`src/rtl/rx_packer_fifo.sv`:
```
// Receive-side byte packer feeding a word FIFO: assembles little-endian words from
// the QSPI shift engine and buffers them for the register interface.
module rx_packer_fifo #(
    parameter int WIDTH = 32,
    parameter int DEPTH = 16
) (
    input  logic                       clk,
    input  logic                       resetn,
    input  logic                       clear_i,
    input  logic                       byte_valid_i,
    input  logic [7:0]                 byte_data_i,
    input  logic                       last_i,
    input  logic                       flush_i,
    input  logic                       rd_en_i,
    output logic [WIDTH-1:0]           rd_data_o,
    output logic                       empty_o,
    output logic                       full_o,
    output logic [$clog2(DEPTH):0]     level_o,
    output logic                       overflow_o,
    output logic                       partial_o
);

    localparam int LANES = WIDTH / 8;
    localparam int LW    = $clog2(LANES);
    localparam int AW    = $clog2(DEPTH);

    logic [LW-1:0]    lane_q;
    logic [WIDTH-1:0] acc_q;
    logic [AW-1:0]    wr_ptr_q;
    logic [AW-1:0]    rd_ptr_q;
    logic [AW:0]      level_q;
    logic             ovf_q;
    logic [WIDTH-1:0] mem [DEPTH];

    logic [WIDTH-1:0] word_next;
    logic             word_done;
    logic             push;
    logic             pop;

    function automatic logic [AW:0] next_level(input logic [AW:0] lvl,
                                               input logic inc, input logic dec);
        logic [AW:0] res;
        res = lvl;
        if (inc && !dec && lvl != (AW+1)'(DEPTH)) res = lvl + (AW+1)'(1);
        else if (dec && !inc && lvl != '0)        res = lvl - (AW+1)'(1);
        return res;
    endfunction

    always_comb begin
        word_next = acc_q;
        for (int i = 0; i < LANES; i++) begin
            if (byte_valid_i && lane_q == LW'(i)) word_next[8*i +: 8] = byte_data_i;
        end
        word_done = (byte_valid_i && (lane_q == LW'(LANES-1) || last_i)) ||
                    (flush_i && (lane_q != '0 || byte_valid_i));
        // Overflow is judged on the pre-edge full flag, so a same-edge pop cannot rescue a word.
        push = !clear_i && word_done && !full_o;
        pop  = !clear_i && rd_en_i && !empty_o;
    end

    always_ff @(posedge clk or negedge resetn) begin
        if (!resetn) begin
            lane_q   <= '0;
            acc_q    <= '0;
            wr_ptr_q <= '0;
            rd_ptr_q <= '0;
            level_q  <= '0;
            ovf_q    <= 1'b0;
        end else if (clear_i) begin
            lane_q   <= '0;
            acc_q    <= '0;
            wr_ptr_q <= '0;
            rd_ptr_q <= '0;
            level_q  <= '0;
            ovf_q    <= 1'b0;
        end else begin
            if (word_done) begin
                lane_q <= '0;
                acc_q  <= '0;
                if (full_o) ovf_q <= 1'b1;
            end else if (byte_valid_i) begin
                lane_q <= lane_q + LW'(1);
                acc_q  <= word_next;
            end
            if (push) wr_ptr_q <= wr_ptr_q + AW'(1);
            if (pop)  rd_ptr_q <= rd_ptr_q + AW'(1);
            level_q <= next_level(level_q, push, pop);
        end
    end

    // Storage is intentionally not reset; only the pointers define valid contents.
    always_ff @(posedge clk) begin
        if (push) mem[wr_ptr_q] <= word_next;
    end

    assign rd_data_o  = mem[rd_ptr_q];
    assign empty_o    = (level_q == '0);
    assign full_o     = (level_q == (AW+1)'(DEPTH));
    assign level_o    = level_q;
    assign overflow_o = ovf_q;
    assign partial_o  = (lane_q != '0);

endmodule

```
`config.mk`:
```
export PLATFORM = sky130hd
export DESIGN_NAME = rx_packer_fifo
export DESIGN_NICKNAME = d
export VERILOG_FILES = /design/src/rtl/rx_packer_fifo.sv
export SDC_FILE = /design/constraint.sdc
export NUM_CORES = 1
export LEC_CHECK = 0
export ABC_AREA = 1
export CAP_MARGIN = 20
export CORE_ASPECT_RATIO = 0.9
export CORE_MARGIN = 8
export CORE_UTILIZATION = 25
export DETAILED_ROUTE_END_ITERATION = 7
export PLACE_DENSITY = 0.4
export RECOVER_POWER = 100
export SLEW_MARGIN = 20
export SYNTH_ARGS = -nofsm -noshare
export SYNTH_HDL_FRONTEND = slang
export SYNTH_SLANG_ARGS = --single-unit
```
`constraint.sdc`:
```
create_clock -name clk -period 4.2 [get_ports clk]
set_input_delay 0.42 -clock clk [delete_from_list [all_inputs] [get_ports clk]]
set_output_delay 0.42 -clock clk [all_outputs]
set_load 0.02 [all_outputs]
```
---- Yosys cells after proc, flatten, opt, wreduce, memory -nomap -nowiden ----
Memories as Yosys holds them, arrays and structs flattened.
Index checks and enable logic that the tools add are counted.
operators by class
  add/sub/neg operators ................... 5
  equality and inequality tests ........... 5
  multiplexer cells ....................... 22
  reductions and logical operators ........ 33
operator list
  kind                                                                 count
  32-bit 2-to-1 mux                                                    3
  8-bit 2-to-1 mux                                                     4
  4-bit 2-to-1 mux                                                     4
  5-bit 2-to-1 mux                                                     3
  1-bit logical AND                                                    14
  2-bit nonzero test                                                   5
  4-bit by 1-bit adder with 4-bit output (second input constant)       2
  2-bit 2-to-1 mux                                                     3
  3-bit nonzero test                                                   2
  5-bit by 1-bit adder with 5-bit output (second input constant)       1
  5-bit == test (second input constant)                                1
  1-bit zero test                                                      5
  5-bit zero test                                                      1
  1-bit 2-to-1 mux                                                     5
  5-bit inequality test (second input constant)                        1
  5-bit nonzero test                                                   1
  5-bit by 1-bit subtractor with 5-bit output (second input constant)  1
  2-bit == test (second input constant)                                2
  1-bit logical OR                                                     3
  2-bit by 1-bit adder with 2-bit output (second input constant)       1
  2-bit by 1-bit == test with 1-bit output (second input constant)     1
  2-bit zero test                                                      1
  2-bit AND reduction                                                  1
storage, ports and cells
  register bits ........................... 48
  bits in writable memories ............... 512
  input port bits ......................... 15
  output and inout bits ................... 41
  memories kept ........................... 1
memories
  memory  words  width  rd ports  clocked after memory_dff  wr ports  RTL line  text
  mem     16     32     1         0                         1         33        logic [WIDTH-1:0] mem [DEPTH];

---- Longest topological paths before layout ----
Gate-level depths: netlist of run 1.
  word-level depth ........................ 12
  depth in mapped cells ................... 16
  mapped depth without buffers ............ 16

---- Least setup slack after synthesis of run 1 ----
No wires, ideal clock.
  path type ............................... register -> register
  from .................................... reg lane_q[0]
  to ...................................... mem mem[11][0], enable pin
  arrival time ............................ 2.651 ns
  data required time ...................... 3.779 ns
  slack ................................... 1.128 ns
  stages on the path, launching flop included .. 10
  cell sequence ........................... dfrtp_1 -> inv_1 -> ha_1 -> nand2_1 -> nand2_1 -> nand2_1 -> nand3_2 -> inv_1 -> nand2_1 -> nor2_1
on the way
  word-level cells in the longest chain between the ends .. 8
  elaborated cells on any way between the ends .. 11
ends and longest elaborated chain
  element                                              RTL line  text
  from (decl)                                          27        logic [LW-1:0] lane_q;
  from (signal assigned)                               82        lane_q <= lane_q + LW'(1);
  2-bit == test or 2-bit nonzero test (tied branches)  54, 55
  1-bit logical OR, on equally long branches           54, 55
  1-bit logical AND, on equally long branches          54, 55
  1-bit logical OR *                                   54        word_done = (byte_valid_i && (lane_q == LW'(LANES-1) || last_i)) ||
  1-bit logical AND * (2 in series)                    57        push = !clear_i && word_done && !full_o;
  1-bit 2-to-1 mux *                                   93        if (push) mem[wr_ptr_q] <= word_next;
  1-bit 2-to-1 mux (not written as such) *             93
  to (decl)                                            33
Mark *: on every way between the ends. The rest lies on a longest branch, timed or not.

---- Worst setup path after layout of run 1 ----
  from .................................... reg rd_ptr_q[0]
  to ...................................... out rd_data_o[28]
on the way
  word-level cells in the longest chain between the ends .. 1
ends and longest elaborated chain
  element                  RTL line  text
  from (decl)              30        logic [AW-1:0] rd_ptr_q;
  from (signal assigned)   86        if (pop) rd_ptr_q <= rd_ptr_q + AW'(1);
  memory read 16 x 32 bit  --
  to (decl)                15        output logic [WIDTH-1:0] rd_data_o,
Every way passes these cells.

==> flow_summary.ini, run 1 <==
[status]
status = finished, violations left
failed_checks = capacitance limit, slew limit

[synthesis]
ys_seq_elements = 560
synth.mux.area_fraction_pct = 0
synth_largest_area_cell = edfxtp_1
synth_top_area_share_pct = 68.2
synthSimpleGateAreaFrac_pct = 12.4
synth_seq_area_share_pct = 73.6
netlist_area_sq_um = 22500
netlist_instances = 1832
ys_types = 28
yosysWarnings = 0
synth_top_family_by_area = simple AND/OR/NAND/NOR gates
synth_area_leaders = edfxtp_1 (68%), dfrtp_1 (5.3%), nand2_1 (5.0%)
synthAdderAreaFrac_pct = 0.811
syn_nets = 1861
synthXorXnorAreaFrac_pct = 0.117
synth-compound-area-share_pct = 8.55
syn_avg_cell_area_sq_um = 12.3

[global_route]
antenna_found_initial = 1
grt_max_degree = 88
grt_overflow = 0
grt_pass1_vias = 14012
globalRouteTotalUtil_pct = 13.0
grt_pass1_wl_um = 97400

[place]
hpwl_um = 38900
io_buffer_count = 55
gp_congestion = 0.740
place_inst = 3008

[floorplan]
rows = 104
chipWidth_um = 332
die_area_sq_um = 100000
coreArea_sq_um = 89400
start_util_pct = 25.2
dieHeight_um = 301
io_pins = 56

[sta]
rsz0062_at_grt = no
fin_crit_sh_pct = 91.8
relSlewSlack_pct = -21.0
setup_viol = 0
finalSetupTns_ns = 0
maxSlewViolCount = 104
finalHoldViolCount = 0
tightest_slew_ns = 1.82
finClkSkew_ns = 0.0203
min_period_ns = 3.86
max_freq_ghz = 0.259

[clock_tree]
htree_levels = 3
postCtsSetupBuffers = 0
clk_pin_slew_ns = 0.06
clk-insertion-delay-late_ns = 0.60
cts_buffers = 66
root_buffer = clkbuf_16
cts_sinks = 560
ctsResizeCount = 0
clockBufferDepth = 3
cts_tree = yes

[route]
wl_um = 66000
drc = 0
vias = 14026
first_iter_violations = 889
vias_per_cell = 4.48
first_pass_iters = 5
avgRoutedWirePerCell_um = 21.1
antenna_left = 0

[worst_setup_path]
start_kind = flip-flop
critPathKind = reg -> out
path_max_fanout = 37
end_kind = output pin
worstRegToRegCells = 10
arrival_ns = 3.44
cp.required_ns = 3.78

[finish]
syn2layout_area_growth_pct = 17.6
stdcell_count = 3128
drive_gt1_share_pct = 7.24
final_net_count = 1940

[hold_path]
worst_hold_path.num_cells = 2
hold_class = reg -> reg

[flow_run]
drv_cap = 4

[power]
cellPowerDensity_nw_per_um2 = 588
ir_drop_mv = 0.416
total_leakage_power_nw = 9.50
==> cell type report <==
type                       count  area [sq um]
fill                        9055         62900
sequential                   560         16600
multi-input combinational   1050          4960
clock buffer                  87          1790
tap                         1166          1460
timing repair buffer         113           983
inverter                     120           455
clock inverter                31           256
antenna                        1          2.50
==> stage by stage <==
stage	cell area, sq um	worst slack [ns]	util (%)	hold slack, ns	total power [mW]
final	26500	0.345	29.6	0.511	15.6
after global routing	26500	0.138	29.6	0.583	16.4
after CTS	26700	0.356	29.9	0.412	16.0
after detailed placement	24700	0.933	27.6	0.497	10.4
after global placement	24700	0.969	27.6	0.510	10.4
after floorplan	22500	1.13	-	0.124	8.80
==> what timing repair did <==
item | CTS | global route
hold buffers | 1 | 0
hold endpoints to repair | 25 | 0
setup endpoints to repair | 0 | 0
==> kinds of logic after synthesis <==
kind of cell / Yosys count
AOI/OAI and AO/OA: 357
adders and majority gates: 14
and+or+nand+nor: 676
DFF: 560
buffers and inverters: 222
xor gates and xnor gates: 3
==> flip-flops by register name (all words and copies together) (netlist names) <==
signal      cells
acc_q          32
level_o         5
wr_ptr_q        4
rd_ptr_q        4
lane_q          2
mem           512
overflow_o      1
==> layer usage <==
layer,vias up,track usage [%],wire [um]
met5,-,0,0
met4,0,3.10,1310
li1,6666,-,-
met2,229,20.7,30200
met1,7036,18.1,31800
met3,95,2.55,2730
==> layout by cell type (no fill, tap or decap), types with 16 or more instances in the layout <==
cell	count
nand2_1	301
inv_1	113
nor2_1	227
dfrtp_1	45
buf_4	16
o211ai_1	47
o21ai_1	31
clkbuf_1	37
nand4_1	46
a21oi_1	73
nand3_1	91
o22ai_1	17
clkdlybuf4s50_1	24
edfxtp_1	512
clkbuf_16	69
dlygate4sd3_1	31
o21ai_0	188
==> critical path, stage by stage (launching register included) <==
cell           delay (ns)
dfrtp_4              0.55
inv_6                0.31
clkbuf_2             0.57
nor2_1               0.08
nor2_1               0.09
o21ai_0              0.09
o211ai_1             0.12
nand4_1              0.17
nand2_1              0.15
dlygate4sd3_1        0.71
==> Yosys cell counts <==
| cell type | instances |
|---|---|
| edfxtp_1 | 512 |
| nand2_1 | 301 |
| nor2_1 | 233 |
| o21ai_0 | 187 |
| inv_1 | 114 |
| nand3_1 | 90 |
| a21oi_1 | 73 |
| dfrtp_1 | 48 |
| o211ai_1 | 47 |
| nand4_1 | 46 |
| buf_2 | 40 |
| o21ai_1 | 32 |
| clkbuf_1 | 30 |
| o22ai_1 | 17 |
| buf_4 | 16 |
| ha_1 | 13 |
| buf_6 | 12 |
| buf_1 | 4 |
| inv_2 | 3 |
| xnor2_1 | 3 |
| clkinv_1 | 2 |
| nand2_2 | 2 |
| nor3_1 | 2 |
| a31oi_1 | 1 |
| fa_1 | 1 |
| inv_4 | 1 |
| nand3_2 | 1 |
| nor3b_1 | 1 |
==> power breakdown <==
part	switching, mW	internal, mW
clock network	2.24	3.25
registers	0.0753	6.21
logic	2.66	1.14
total	4.97	10.6
==> final timing paths <==
path / start / endpoint / slack [ns]
max in group asynchronous: resetn / acc_q[10]$_DFFE_PN0P_ / 1.45
worst min register to register: overflow_o$_DFFE_PN0P_ / overflow_o$_DFFE_PN0P_ / 0.51
worst max-delay path: rd_ptr_q[0]$_DFFE_PN0P_ / rd_data_o[28] / 0.34
worst max register to register: lane_q[0]$_DFFE_PN0P_ / mem[3][8]$_DFFE_PP_ / 0.53
min in group asynchronous: resetn / acc_q[6]$_DFFE_PN0P_ / 0.79
worst min-delay path: overflow_o$_DFFE_PN0P_ / overflow_o$_DFFE_PN0P_ / 0.51
(Power assumes the default switching activity.)
==> run 2, diff against run 1 <==
- TNS_END_PERCENT: default -> 30
==> results of run 2 <==
Final layout, timing and power as in run 1 (identical DEF).
==> run 3, diff against run 2 <==
- ABC_CLOCK_PERIOD_IN_PS: default -> 4200
- DONT_BUFFER_PORTS: default -> 1
- PLACE_DENSITY: 0.4 -> 0.39
==> flow_summary.ini, run 3 (synthesized netlist as in run 1, its figures left out) <==
[floorplan]
rows = 104
start_util_pct = 25.2
chipWidth_um = 332
dieHeight_um = 301
die_area_sq_um = 100000
io_pins = 56
coreArea_sq_um = 89400

[worst_setup_path]
timing.rr.start = lane_q[0]$_DFFE_PN0P_
cp_slowest_stage_delay_ns = 1.57
reg2reg_slack_ns = 0.43
slowest_stage = nor2_1
crit_path_end = mem[10][8]$_DFFE_PP_
path_depth = 10
critPathKind = reg -> reg
crit_path_start = lane_q[0]$_DFFE_PN0P_
r2r-end = mem[10][8]$_DFFE_PP_
path_max_fanout = 19
arrival_ns = 4.10
cp.required_ns = 4.53
start_kind = flip-flop
crit_top_cell = nand2_1
cp_num_buf_inv = 3
crit_chain = inv_1, ha_1, nand2_1, nand2_1, nand2_1, nand3_1, inv_1, nand2_1, nor2_1, buf_12
critPathTopFamily = simple AND/OR/NAND/NOR gates
worstRegToRegCells = 10
end_kind = flip-flop

[finish]
final_cell_mix = edfxtp_1 (512), nand2_1 (301), nor2_1 (227)
syn2layout_area_growth_pct = 14.8
final_common_cell = edfxtp_1
final_net_count = 1877
drive_gt1_share_pct = 7.22
largest_reg_flops = 512
largest_register = mem
diodes = 0

[power]
power.total_mw = 14.7
ir_drop_mv = 0.323
comb_power_share_pct = 21.6
switching_share_pct = 32.9
switchingPower_mw = 4.84
seqPwrFrac_pct = 43.4
total_leakage_power_nw = 9.22
internal_power_mw = 9.87
cellPowerDensity_nw_per_um2 = 569
power_frac_clock_pct = 35.0

[clock_tree]
cts_buffers = 61
htree_levels = 2
cts_sinks = 560
postCtsSetupBuffers = 0
ctsResizeCount = 0
root_buffer = clkbuf_16
cts_tree = yes
clockBufferDepth = 3
clk_pin_slew_ns = 0.06
cts_hold_buf = 8
clk-insertion-delay-late_ns = 0.64

[sta]
min_period_ns = 3.77
setup_viol = 0
relSlewSlack_pct = -38.9
rsz0062_at_grt = no
tightest_slew_ns = 2.08
finClkSkew_ns = 0.0222
finalHoldViolCount = 0
fin_crit_sh_pct = 89.7
maxSlewViolCount = 84
finalSetupTns_ns = 0
max_freq_ghz = 0.265

[route]
vias_per_cell = 4.55
first_iter_violations = 1178
avgRoutedWirePerCell_um = 22.2
antenna_left = 0
first_pass_iters = 5
wl_um = 67800
vias = 13947
drc = 0

[hold_path]
hold_class = in -> reg

[global_route]
grt_pass1_wl_um = 99200
grt_overflow = 0
grt_max_degree = 167
grt_pass1_vias = 13883
globalRouteTotalUtil_pct = 13.3
antenna_found_initial = 1

[place]
gp_congestion = 0.745
io_buffer_count = 0
hpwl_um = 38600

[status]
status = finished, violations left
failed_checks = capacitance limit, slew limit

[flow_run]
drv_cap = 7
[run 3: cell count changes in the layout (fill, tap and decap cells not counted), moves of 6 or more]
cell / change
dlygate4sd3_1: -24
o21ai_1: -6
clkbuf_16: -8
clkdlybuf4s50_1: -24
o21ai_0: +6
clkbuf_2: -8
clkbuf_1: -13
clkinv_2: +8
[run 3: worst min-delay path by stage]
| stage | start | end | slack, ns | cells past startpoint |
|---|---|---|---|---|
| CTS | byte_data_i[0] | acc_q[24]$_DFFE_PN0P_ | 0.002 | 2 |
| floorplan | resetn | acc_q[0]$_DFFE_PN0P_ | 0.12 | 0 |
| detailed placement | resetn | level_o[2]$_DFFE_PN0P_ | 0.13 | 0 |
| global placement | resetn | level_o[0]$_DFFE_PN0P_ | 0.13 | 0 |
| global route | byte_data_i[0] | acc_q[8]$_DFFE_PN0P_ | 0.06 | 2 |
| finish | byte_data_i[0] | acc_q[8]$_DFFE_PN0P_ | 0.04 | 2 |
[run 3: layout make-up]
| type | instances | area, sq um |
|---|---|---|
| fillers | 9054 | 63500 |
| flip-flops and latches | 560 | 16600 |
| multi-input cells | 1050 | 4950 |
| clock buffers | 74 | 1580 |
| well taps | 1166 | 1460 |
| repair buffers | 55 | 532 |
| inverters | 120 | 455 |
| clock inverters | 38 | 310 |
[run 3: power groups by stage]
stage	Clock (mW)	Sequential, mW	Combinational (mW)
after CTS	5.29	6.38	3.32
final	5.14	6.38	3.18
after floorplan	0	6.40	2.40
after detailed placement	0	6.50	3.30
after global placement	0	6.50	3.30
after global routing	5.49	6.40	3.57
[run 3: metal layers]
metal / global-route usage, % / routed length, um
met1: 19.1 / 32500
met3: 2.51 / 3640
met4: 3.57 / 1560
met2: 20.6 / 30200
met5: 0 / 0
[run 3: metrics by stage]
stage          hold WS, ns  cells  area (sq um)  worst slack (ns)  util, %
5_1_grt             0.0620   3063         25900             0.197     28.9
4_1_cts            0.00249   3063         26000             0.517     29.1
3_3_place_gp         0.127   2943         24100              1.22     26.9
3_5_place_dp         0.127   2943         24100              1.19     26.9
2_1_floorplan        0.124   1832         22500              1.13        -
6_report            0.0377   3063         25900             0.432     28.9
[run 3: worst register-to-register path, delay by kind of cell, from the launching register on]
| kind | cells | cell delay (ns) |
|---|---|---|
| adders and majority gates | 1 | 0.23 |
| and+or+nand+nor | 6 | 2.18 |
| DFF | 1 | 0.41 |
| buffers and inverters | 3 | 0.61 |
